===== src/rtl/pueo_trig_scheduler.sv =====
// Trigger admission for the readout datapath: gates requests on run state, holdoff and free event slots.
// Issue strobe 1 cycle after request; status outputs registered 1 cycle after cause; refused requests are dropped and counted.
module pueo_trig_scheduler #(
    parameter int NBUF     = 4,
    parameter int HOLDOFF  = 16,
    parameter int TIMEBITS = 16
) (
    input  logic                        aclk_i,
    input  logic                        aclk_rst_i,
    input  logic                        run_rst_i,
    input  logic                        run_stop_i,
    input  logic                        trig_req_i,
    input  logic [TIMEBITS-1:0]         trig_req_time_i,
    input  logic                        readout_done_i,
    output logic [TIMEBITS-1:0]         trig_time_o,
    output logic                        trig_time_valid_o,
    output logic [15:0]                 trig_num_o,
    output logic [$clog2(NBUF+1)-1:0]   outstanding_o,
    output logic [15:0]                 dropped_o,
    output logic                        busy_o,
    output logic [1:0]                  state_o,
    output logic                        err_o
);

    localparam int OW = $clog2(NBUF + 1);
    localparam int HW = (HOLDOFF > 1) ? $clog2(HOLDOFF) : 1;
    localparam logic [OW-1:0] NBUF_C    = OW'(NBUF);
    localparam logic [HW-1:0] HOLD_LOAD = (HOLDOFF > 1) ? HW'(HOLDOFF - 1) : '0;

    typedef enum logic [1:0] {
        ST_IDLE  = 2'd0,
        ST_RUN   = 2'd1,
        ST_DRAIN = 2'd2
    } state_t;

    state_t                r_state;
    logic [HW-1:0]         r_hold;
    logic [OW-1:0]         r_out;
    logic [15:0]           r_trig_num;
    logic [15:0]           r_dropped;
    logic                  r_err;
    logic                  r_busy;
    logic [TIMEBITS-1:0]   r_trig_time;
    logic                  r_trig_vld;
    logic [15:0]           r_trig_num_out;

    state_t                w_state_nxt;
    logic [HW-1:0]         w_hold_nxt;
    logic [OW-1:0]         w_out_nxt;
    logic [15:0]           w_num_nxt;
    logic [15:0]           w_drop_nxt;
    logic                  w_err_nxt;
    logic                  w_busy_nxt;
    logic                  w_req_ok;
    logic                  w_issue;
    logic                  w_done_ok;

    always_comb begin
        w_state_nxt = r_state;
        w_hold_nxt  = r_hold;
        w_out_nxt   = r_out;
        w_num_nxt   = r_trig_num;
        w_drop_nxt  = r_dropped;
        w_err_nxt   = r_err;

        // A request coinciding with a run stop or run reset is neither issued nor counted.
        w_req_ok  = trig_req_i & (r_state == ST_RUN) & ~run_stop_i & ~run_rst_i;
        w_issue   = w_req_ok & (r_hold == '0) & (r_out < NBUF_C);
        w_done_ok = readout_done_i & (r_out != '0);

        if (run_rst_i && run_stop_i) begin
            w_state_nxt = ST_IDLE;
        end else if (run_stop_i && (r_state == ST_RUN)) begin
            w_state_nxt = ST_DRAIN;
        end else if (run_rst_i) begin
            w_state_nxt = ST_RUN;
        end else if ((r_state == ST_DRAIN) && (r_out == '0)) begin
            w_state_nxt = ST_IDLE;
        end

        if (w_issue) begin
            w_hold_nxt = HOLD_LOAD;
        end else if (r_hold != '0) begin
            w_hold_nxt = r_hold - 1'b1;
        end

        if (w_issue && !w_done_ok) begin
            w_out_nxt = r_out + 1'b1;
        end else if (!w_issue && w_done_ok) begin
            w_out_nxt = r_out - 1'b1;
        end

        if (w_issue) begin
            w_num_nxt = r_trig_num + 16'd1;
        end

        if (w_req_ok && !w_issue && (r_dropped != 16'hFFFF)) begin
            w_drop_nxt = r_dropped + 16'd1;
        end

        if (readout_done_i && (r_out == '0)) begin
            w_err_nxt = 1'b1;
        end

        // The downstream event buffer restarts with the run, so run reset discards everything.
        if (run_rst_i) begin
            w_hold_nxt = '0;
            w_out_nxt  = '0;
            w_num_nxt  = '0;
            w_drop_nxt = '0;
            w_err_nxt  = 1'b0;
        end

        w_busy_nxt = (w_state_nxt == ST_RUN) & ((w_hold_nxt != '0) | (w_out_nxt == NBUF_C));
    end

    always_ff @(posedge aclk_i or posedge aclk_rst_i) begin
        if (aclk_rst_i) begin
            r_state <= ST_IDLE;
        end else begin
            r_state <= w_state_nxt;
        end
    end

    always_ff @(posedge aclk_i or posedge aclk_rst_i) begin
        if (aclk_rst_i) begin
            r_hold         <= '0;
            r_out          <= '0;
            r_trig_num     <= '0;
            r_dropped      <= '0;
            r_err          <= 1'b0;
            r_busy         <= 1'b0;
            r_trig_time    <= '0;
            r_trig_vld     <= 1'b0;
            r_trig_num_out <= '0;
        end else begin
            r_hold     <= w_hold_nxt;
            r_out      <= w_out_nxt;
            r_trig_num <= w_num_nxt;
            r_dropped  <= w_drop_nxt;
            r_err      <= w_err_nxt;
            r_busy     <= w_busy_nxt;
            r_trig_vld <= w_issue;
            if (w_issue) begin
                r_trig_time    <= trig_req_time_i;
                r_trig_num_out <= r_trig_num;
            end
        end
    end

    assign trig_time_o       = r_trig_time;
    assign trig_time_valid_o = r_trig_vld;
    assign trig_num_o        = r_trig_num_out;
    assign outstanding_o     = r_out;
    assign dropped_o         = r_dropped;
    assign busy_o            = r_busy;
    assign state_o           = r_state;
    assign err_o             = r_err;

endmodule

===== config.mk =====
export PLATFORM = sky130hd
export DESIGN_NAME = pueo_trig_scheduler
export DESIGN_NICKNAME = d
export VERILOG_FILES = /design/src/rtl/pueo_trig_scheduler.sv
export SDC_FILE = /design/constraint.sdc
export NUM_CORES = 1
export LEC_CHECK = 0
export CORE_ASPECT_RATIO = 1.25
export CORE_UTILIZATION = 52
export DETAILED_ROUTE_END_ITERATION = 10
export PLACE_DENSITY = 0.8
export SYNTH_ARGS = -nofsm -noshare
export SYNTH_HDL_FRONTEND = slang
export SYNTH_SLANG_ARGS = --single-unit

===== constraint.sdc =====
create_clock -name aclk_i -period 4 [get_ports aclk_i]
set_clock_uncertainty 0.1 [all_clocks]
set_input_delay 0.8 -clock aclk_i [delete_from_list [all_inputs] [get_ports aclk_i]]
set_output_delay 0.8 -clock aclk_i [all_outputs]
set_load 0.005 [all_outputs]

==> flow_metrics.py, run 1 <==
metrics = {
    "finish": {
        "num_antenna_cells": 0,
        "layout.nets": 494,
        "layout_commonest_cell": "nand2_1",
        "area_growth_pct": 29.9,
        "drive_gt1_share_pct": 5.94,
        "n_fill_cell": 493,
        "final_cell_mix": "nand2_1, clkdlybuf4s50_1, dfrtp_1",
        "post-route-util_pct": 70.2,
    },
    "grt": {
        "grt_overflow": 0,
        "antenna_found_initial": 0,
        "grt_max_degree": 49,
        "grt_pass1_wl_um": 13100,
        "grtUsageTotal_pct": 23.3,
        "grt_pass1_vias": 2858,
    },
    "logic_synthesis": {
        "ys_seq_area_share_pct": 53.6,
        "ys_warn_count": 0,
        "ys_async_sr_fraction_pct": 100,
        "yosysUniqueCellTypes": 40,
        "avgSynthCellArea_um2": 9.10,
        "syn_inst": 390,
        "ys_ff_latch": 76,
        "synth.cell_area_um2": 3550,
        "synthFlopType": "dfrtp_1",
        "synth_nets": 418,
        "synth_edf_count": 0,
    },
    "critical_path": {
        "reg2reg_depth": 8,
        "cp-start-kind": "input pin",
        "cp_cell_sequence": "clkdlybuf4s50_1 -> or4b_4 -> or4_4 -> a211o_1 -> or4_1 -> a21oi_1",
        "slowest_delay_ns": 0.56,
        "crit_path_start": "run_stop_i",
        "r2r-start": "r_hold[0]",
        "worst_ep_arrival_time_ns": 3.32,
        "cp_data_required_time_ns": 4.17,
        "cp-endpoint": "dropped_o[13]",
        "reg2reg_slack_ns": 1.24,
        "r2r-end": "r_trig_num[9]",
        "crit_fanout": 8,
        "worst-setup-path-type": "input pin to flop",
        "crit_path_end_kind": "flop",
        "worst_path_max_delay_cell": "or4_4",
    },
    "route": {
        "final_antenna_net_count": 0,
        "vias": 2943,
        "drt-total-wl_um": 7710,
        "drtPass1Iterations": 4,
        "avgViaCountPerCell": 5.27,
        "route.detailed.drc": 0,
        "dr.first_iter.drc_count": 207,
        "post_drt_wl_per_cell_um": 13.8,
    },
    "pwr": {
        "leakagePower_uw": 0.00204,
        "fin_total_pwr_uw": 2170,
        "power.density_nw_per_um2": 471,
        "ir_drop_mv": 0.391,
    },
    "timing": {
        "setup_violations": 0,
        "slew_violations": 0,
        "tns_ns": 0,
        "fmax_mhz": 317,
        "fin_crit_sh_pct": 78.8,
        "worst_pin_slew_ns": 0.747,
        "rsz0062_at_grt": "no",
        "slew_headroom_pct": 50.1,
        "hold_viol_final": 0,
        "fin_crit_ns": 3.15,
    },
    "floorplanning": {
        "num_rows": 33,
        "coreArea_um2": 6570,
        "die_area_um2": 7160,
        "fp.dieH_um": 94.4,
        "start_util_pct": 54.1,
        "die_w_um": 75.9,
        "boundaryPins": 78,
    },
    "place": {
        "place.port_buffers": 77,
        "gp_congestion": 0.830,
        "dp_hpwl_um": 5340,
    },
    "job": {
        "drv_cap": 0,
    },
    "clocking": {
        "cts-resized-gates": 0,
        "clock_path_buffers": 2,
        "cts_num_sinks": 76,
        "cts_root_buf": "clkbuf_8",
        "path_clk_slew_ns": 0.08,
        "cts_made_buffers": 9,
        "post_cts.repair.setup_buffers": 0,
        "cts_tree": "built",
        "hold_buffers": 0,
        "clk-insertion-delay-late_ns": 0.35,
        "h-tree-depth": 3,
    },
    "outcome": {
        "status": "completed",
    },
    "worst_hold_path": {
        "hold_path_class": "flop to flop",
    },
}
-- kinds of logic after synthesis --
group | after synthesis | share of synthesized area (%)
AOI/OAI and AO/OA | 47 | 8.21
xor gates and xnor gates | 25 | 6.17
muxes | 3 | 0.846
adders and majority gates | 6 | 2.11
and+or+nand+nor | 202 | 25.6
DFF | 76 | 53.6
buffers and inverters | 31 | 3.49
-- how the worst min path moves through the flow --
stage	start	end	slack [ns]	cells after the start
4_1_cts	trig_num_o[11]	trig_num_o[11]	0.38	2
3_5_place_dp	trig_time_o[9]	trig_time_o[9]	0.36	2
3_3_place_gp	trig_time_o[12]	trig_time_o[12]	0.36	2
2_1_floorplan	r_trig_num[15]	trig_num_o[15]	0.35	2
5_1_grt	trig_time_o[15]	trig_time_o[15]	0.40	2
6_report	trig_time_o[10]	trig_time_o[10]	0.38	2
-- routing by layer --
metal  routed length, um  GRT usage (%)
met2                3980           39.5
met3                 283           5.02
met1                3260           28.4
met4                 181           11.5
met5                   0              0
-- registers in the layout, indices dropped and copies added (netlist names) --
| name | count |
|---|---|
| dropped_o | 16 |
| r_trig_num | 16 |
| trig_num_o | 16 |
| trig_time_o | 16 |
| r_hold | 4 |
| outstanding_o | 3 |
| state_o | 2 |
| busy_o | 1 |
| err_o | 1 |
| trig_time_valid_o | 1 |
-- critical path, delay by kind of cell --
kind | cells | cell delay (ns)
and+or+nand+nor | 3 | 1.52
buffers and inverters | 1 | 0.46
AOI/OAI and AO/OA | 2 | 0.53
-- power by group --
part	switching, uW	internal (uW)
Sequential	91.9	875
Combinational	288	341
Clock	288	287
Total	669	1500
-- Yosys cell counts (2+ instances only) --
master / count / share of area, %
nand2_1: 117 / 12
dfrtp_1: 76 / 54
nor2_1: 30 / 3.2
xnor2_1: 20 / 4.9
a21oi_1: 17 / 2.4
inv_1: 13 / 1.4
clkbuf_1: 12 / 1.3
nand3_1: 12 / 1.7
nor3_1: 9 / 1.3
o21ai_0: 9 / 1.3
a211oi_1: 7 / 1.5
ha_1: 6 / 2.1
buf_1: 5 / 0.53
nand4_1: 5 / 0.88
nor4_1: 5 / 0.88
xor2_1: 5 / 1.2
o31ai_1: 4 / 0.85
or3_1: 4 / 0.70
a31oi_1: 3 / 0.53
and3_1: 3 / 0.53
mux2i_1: 3 / 0.85
nor4b_1: 3 / 0.74
a2111oi_0: 2 / 0.49
and2_1: 2 / 0.35
and4_1: 2 / 0.49
or4_1: 2 / 0.42
-- through the flow --
stage | std cells | setup WS, ns | hold WS (ns) | cell area [um^2]
finish | 558 | 0.846 | 0.377 | 4610
global placement | 542 | 0.548 | 0.357 | 4420
detailed placement | 542 | 0.495 | 0.361 | 4420
floorplan | 390 | 1.03 | 0.353 | 3550
global route | 558 | 0.731 | 0.401 | 4610
CTS | 558 | 0.860 | 0.381 | 4610
-- cell type report --
cell class | instances | area [um^2] | share of cell area (%)
Tap cell | 87 | 109 | 2.36
Sequential cell | 76 | 1900 | 41.3
Multi-Input combinational cell | 283 | 1530 | 33.2
Clock buffer | 10 | 128 | 2.77
Clock inverter | 6 | 65.1 | 1.41
Timing Repair Buffer | 83 | 828 | 18.0
Inverter | 13 | 48.8 | 1.06
(Power assumes the default switching activity.)
==> inputs of run 2 (changes only) <==
Settings changed: CORE_UTILIZATION 52 to 46, PLACE_DENSITY 0.8 to 0.75.
Clock period 4 ns to 2.6 ns, I/O delays scaled along.
==> run 2 against run 1 <==
Die area grew 13%. Global-route usage is essentially flat. Clock power grew 110%. Sequential power grew 51%. Total power grew 74%. Hold slack gained 0.00063 ns. Critical path type is now flop to flop.
==> flow_metrics.py, run 2 (synthesized netlist as in run 1, its figures left out) <==
metrics = {
    "outcome": {
        "status": "completed",
    },
    "clocking": {
        "cts_root_buf": "clkbuf_8",
        "cts_tree": "built",
        "clock_path_buffers": 2,
        "path_clk_slew_ns": 0.08,
        "h-tree-depth": 3,
        "cts_num_sinks": 76,
        "clk-insertion-delay-late_ns": 0.35,
        "cts_made_buffers": 9,
    },
    "finish": {
        "stdcell_count": 589,
        "layout_commonest_cell": "nand2_1",
        "final_cell_mix": "nand2_1, dfrtp_1, clkdlybuf4s50_1",
        "seqCellArea_um2": 1900,
        "fin_area_um2": 4930,
        "n_fill_cell": 599,
        "layout.nets": 520,
        "multi_input_area_um2": 1560,
        "drive_gt1_share_pct": 12.3,
        "num_antenna_cells": 0,
        "area_growth_pct": 38.8,
    },
    "worst_hold_path": {
        "hold_path_class": "flop to flop",
    },
    "route": {
        "vias": 3112,
        "drtPass1Iterations": 4,
        "post_drt_wl_per_cell_um": 14.9,
        "dr.first_iter.drc_count": 155,
        "final_antenna_net_count": 0,
        "route.detailed.drc": 0,
        "avgViaCountPerCell": 5.28,
        "drt-total-wl_um": 8790,
    },
    "grt": {
        "met3_usage_pct": 5.64,
        "grtUsageTotal_pct": 23.3,
        "use_met1_pct": 26.5,
        "grt_pass1_vias": 3141,
        "grt_pass1_wl_um": 14400,
        "grt_use_met2_pct": 41.8,
        "grt_overflow": 0,
        "grt_max_degree": 43,
        "grt-busiest-layer": "met2",
        "antenna_found_initial": 1,
    },
    "place": {
        "gp_congestion": 0.808,
        "dp.cells": 572,
        "dp_hpwl_um": 6150,
        "place.port_buffers": 77,
        "place_ws_ns": -0.462,
        "placed_area_um2": 4620,
    },
    "floorplanning": {
        "die_w_um": 80.6,
        "die_area_um2": 8070,
        "num_rows": 35,
        "start_util_pct": 48.0,
        "fp.dieH_um": 100,
        "boundaryPins": 78,
        "coreArea_um2": 7400,
    },
    "pwr": {
        "ir_drop_mv": 0.424,
        "leakagePower_uw": 0.00223,
        "power.density_nw_per_um2": 765,
    },
    "timing": {
        "worst_pin_slew_ns": 0.630,
        "final.setup.worst_slack_ns": 0.0891,
        "rsz0062_at_grt": "no",
        "fin_crit_sh_pct": 96.6,
        "hold_viol_final": 0,
        "slew_headroom_pct": 57.7,
        "fin_crit_ns": 2.51,
        "setup_violations": 0,
        "fmax_mhz": 398,
        "slew_violations": 0,
    },
    "critical_path": {
        "crit_fanout": 8,
        "crit_path_end_kind": "flop",
        "cp-start-kind": "flop",
        "worst_ep_arrival_time_ns": 2.69,
        "cp_data_required_time_ns": 2.78,
        "worst-setup-path-type": "flop to flop",
    },
    "job": {
        "drv_cap": 0,
    },
}
==> run 2: cell type report <==
| type | count | area share [%] |
|---|---|---|
| flip-flops and latches | 76 | 38.6 |
| multi-input cells | 283 | 31.7 |
| repair buffers | 109 | 21.1 |
| clock inverters | 7 | 2.82 |
| clock buffers | 9 | 2.51 |
| well taps | 92 | 2.34 |
| inverters | 13 | 0.991 |
==> run 2: routing by layer <==
metal / vias to the layer above / part of all wire (%)
met4: 2 / 1.7
met3: 15 / 4.8
met2: 82 / 54
met5: - / 0.15
met1: 1503 / 39
li1: 1510 / -
==> run 2: repair_timing <==
action,4_1_cts,5_1_grt
buffers inserted,0,1
gates resized for setup,3,6
pin swaps,1,4
hold buffers,0,0
endpoints found under the setup margin,7,3
==> run 2: report_power, final <==
part           switching (uW)  leakage (uW)  total (uW)  internal (uW)
registers                 114       0.00104        1460           1350
clock network             444      0.000133        1180            733
logic                     530       0.00106        1130            601
==> run 2: path summary, 6_finish.rpt <==
| kind | startpoint | endpoint | slack [ns] | depth (start not counted) |
|---|---|---|---|---|
| hold / removal | trig_num_o[14] | trig_num_o[14] | 0.38 | 2 |
| max in group asynchronous | aclk_rst_i | r_trig_num[3] | 1.44 | 3 |
| setup reg to reg | r_hold[0] | dropped_o[15] | 0.09 | 8 |
| hold reg to reg | trig_num_o[14] | trig_num_o[14] | 0.38 | 2 |
| setup / recovery | r_hold[0] | dropped_o[15] | 0.09 | 8 |
| min in group asynchronous | aclk_rst_i | trig_time_o[8] | 0.42 | 2 |
==> run 2: per-stage QoR <==
step                setup TNS [ns]  util (%)  hold WS (ns)  power, uW
floorplan                        0         -         0.353       2030
global placement             -3.02      62.5         0.359       2530
detailed placement           -4.69      62.5         0.361       2590
CTS                              0      66.2         0.381       3780
global route                     0      66.6         0.395       3990
finish                           0      66.6         0.378       3770
==> run 2: worst max-delay path, cell delays in order, from the launching register on <==
cell and delay, ns:
dfrtp_1 0.35, inv_1 0.05, ha_2 0.19, buf_4 0.15
nor4b_2 0.18, or4_4 0.50, a211o_4 0.36, or4_4 0.42
a21oi_2 0.15
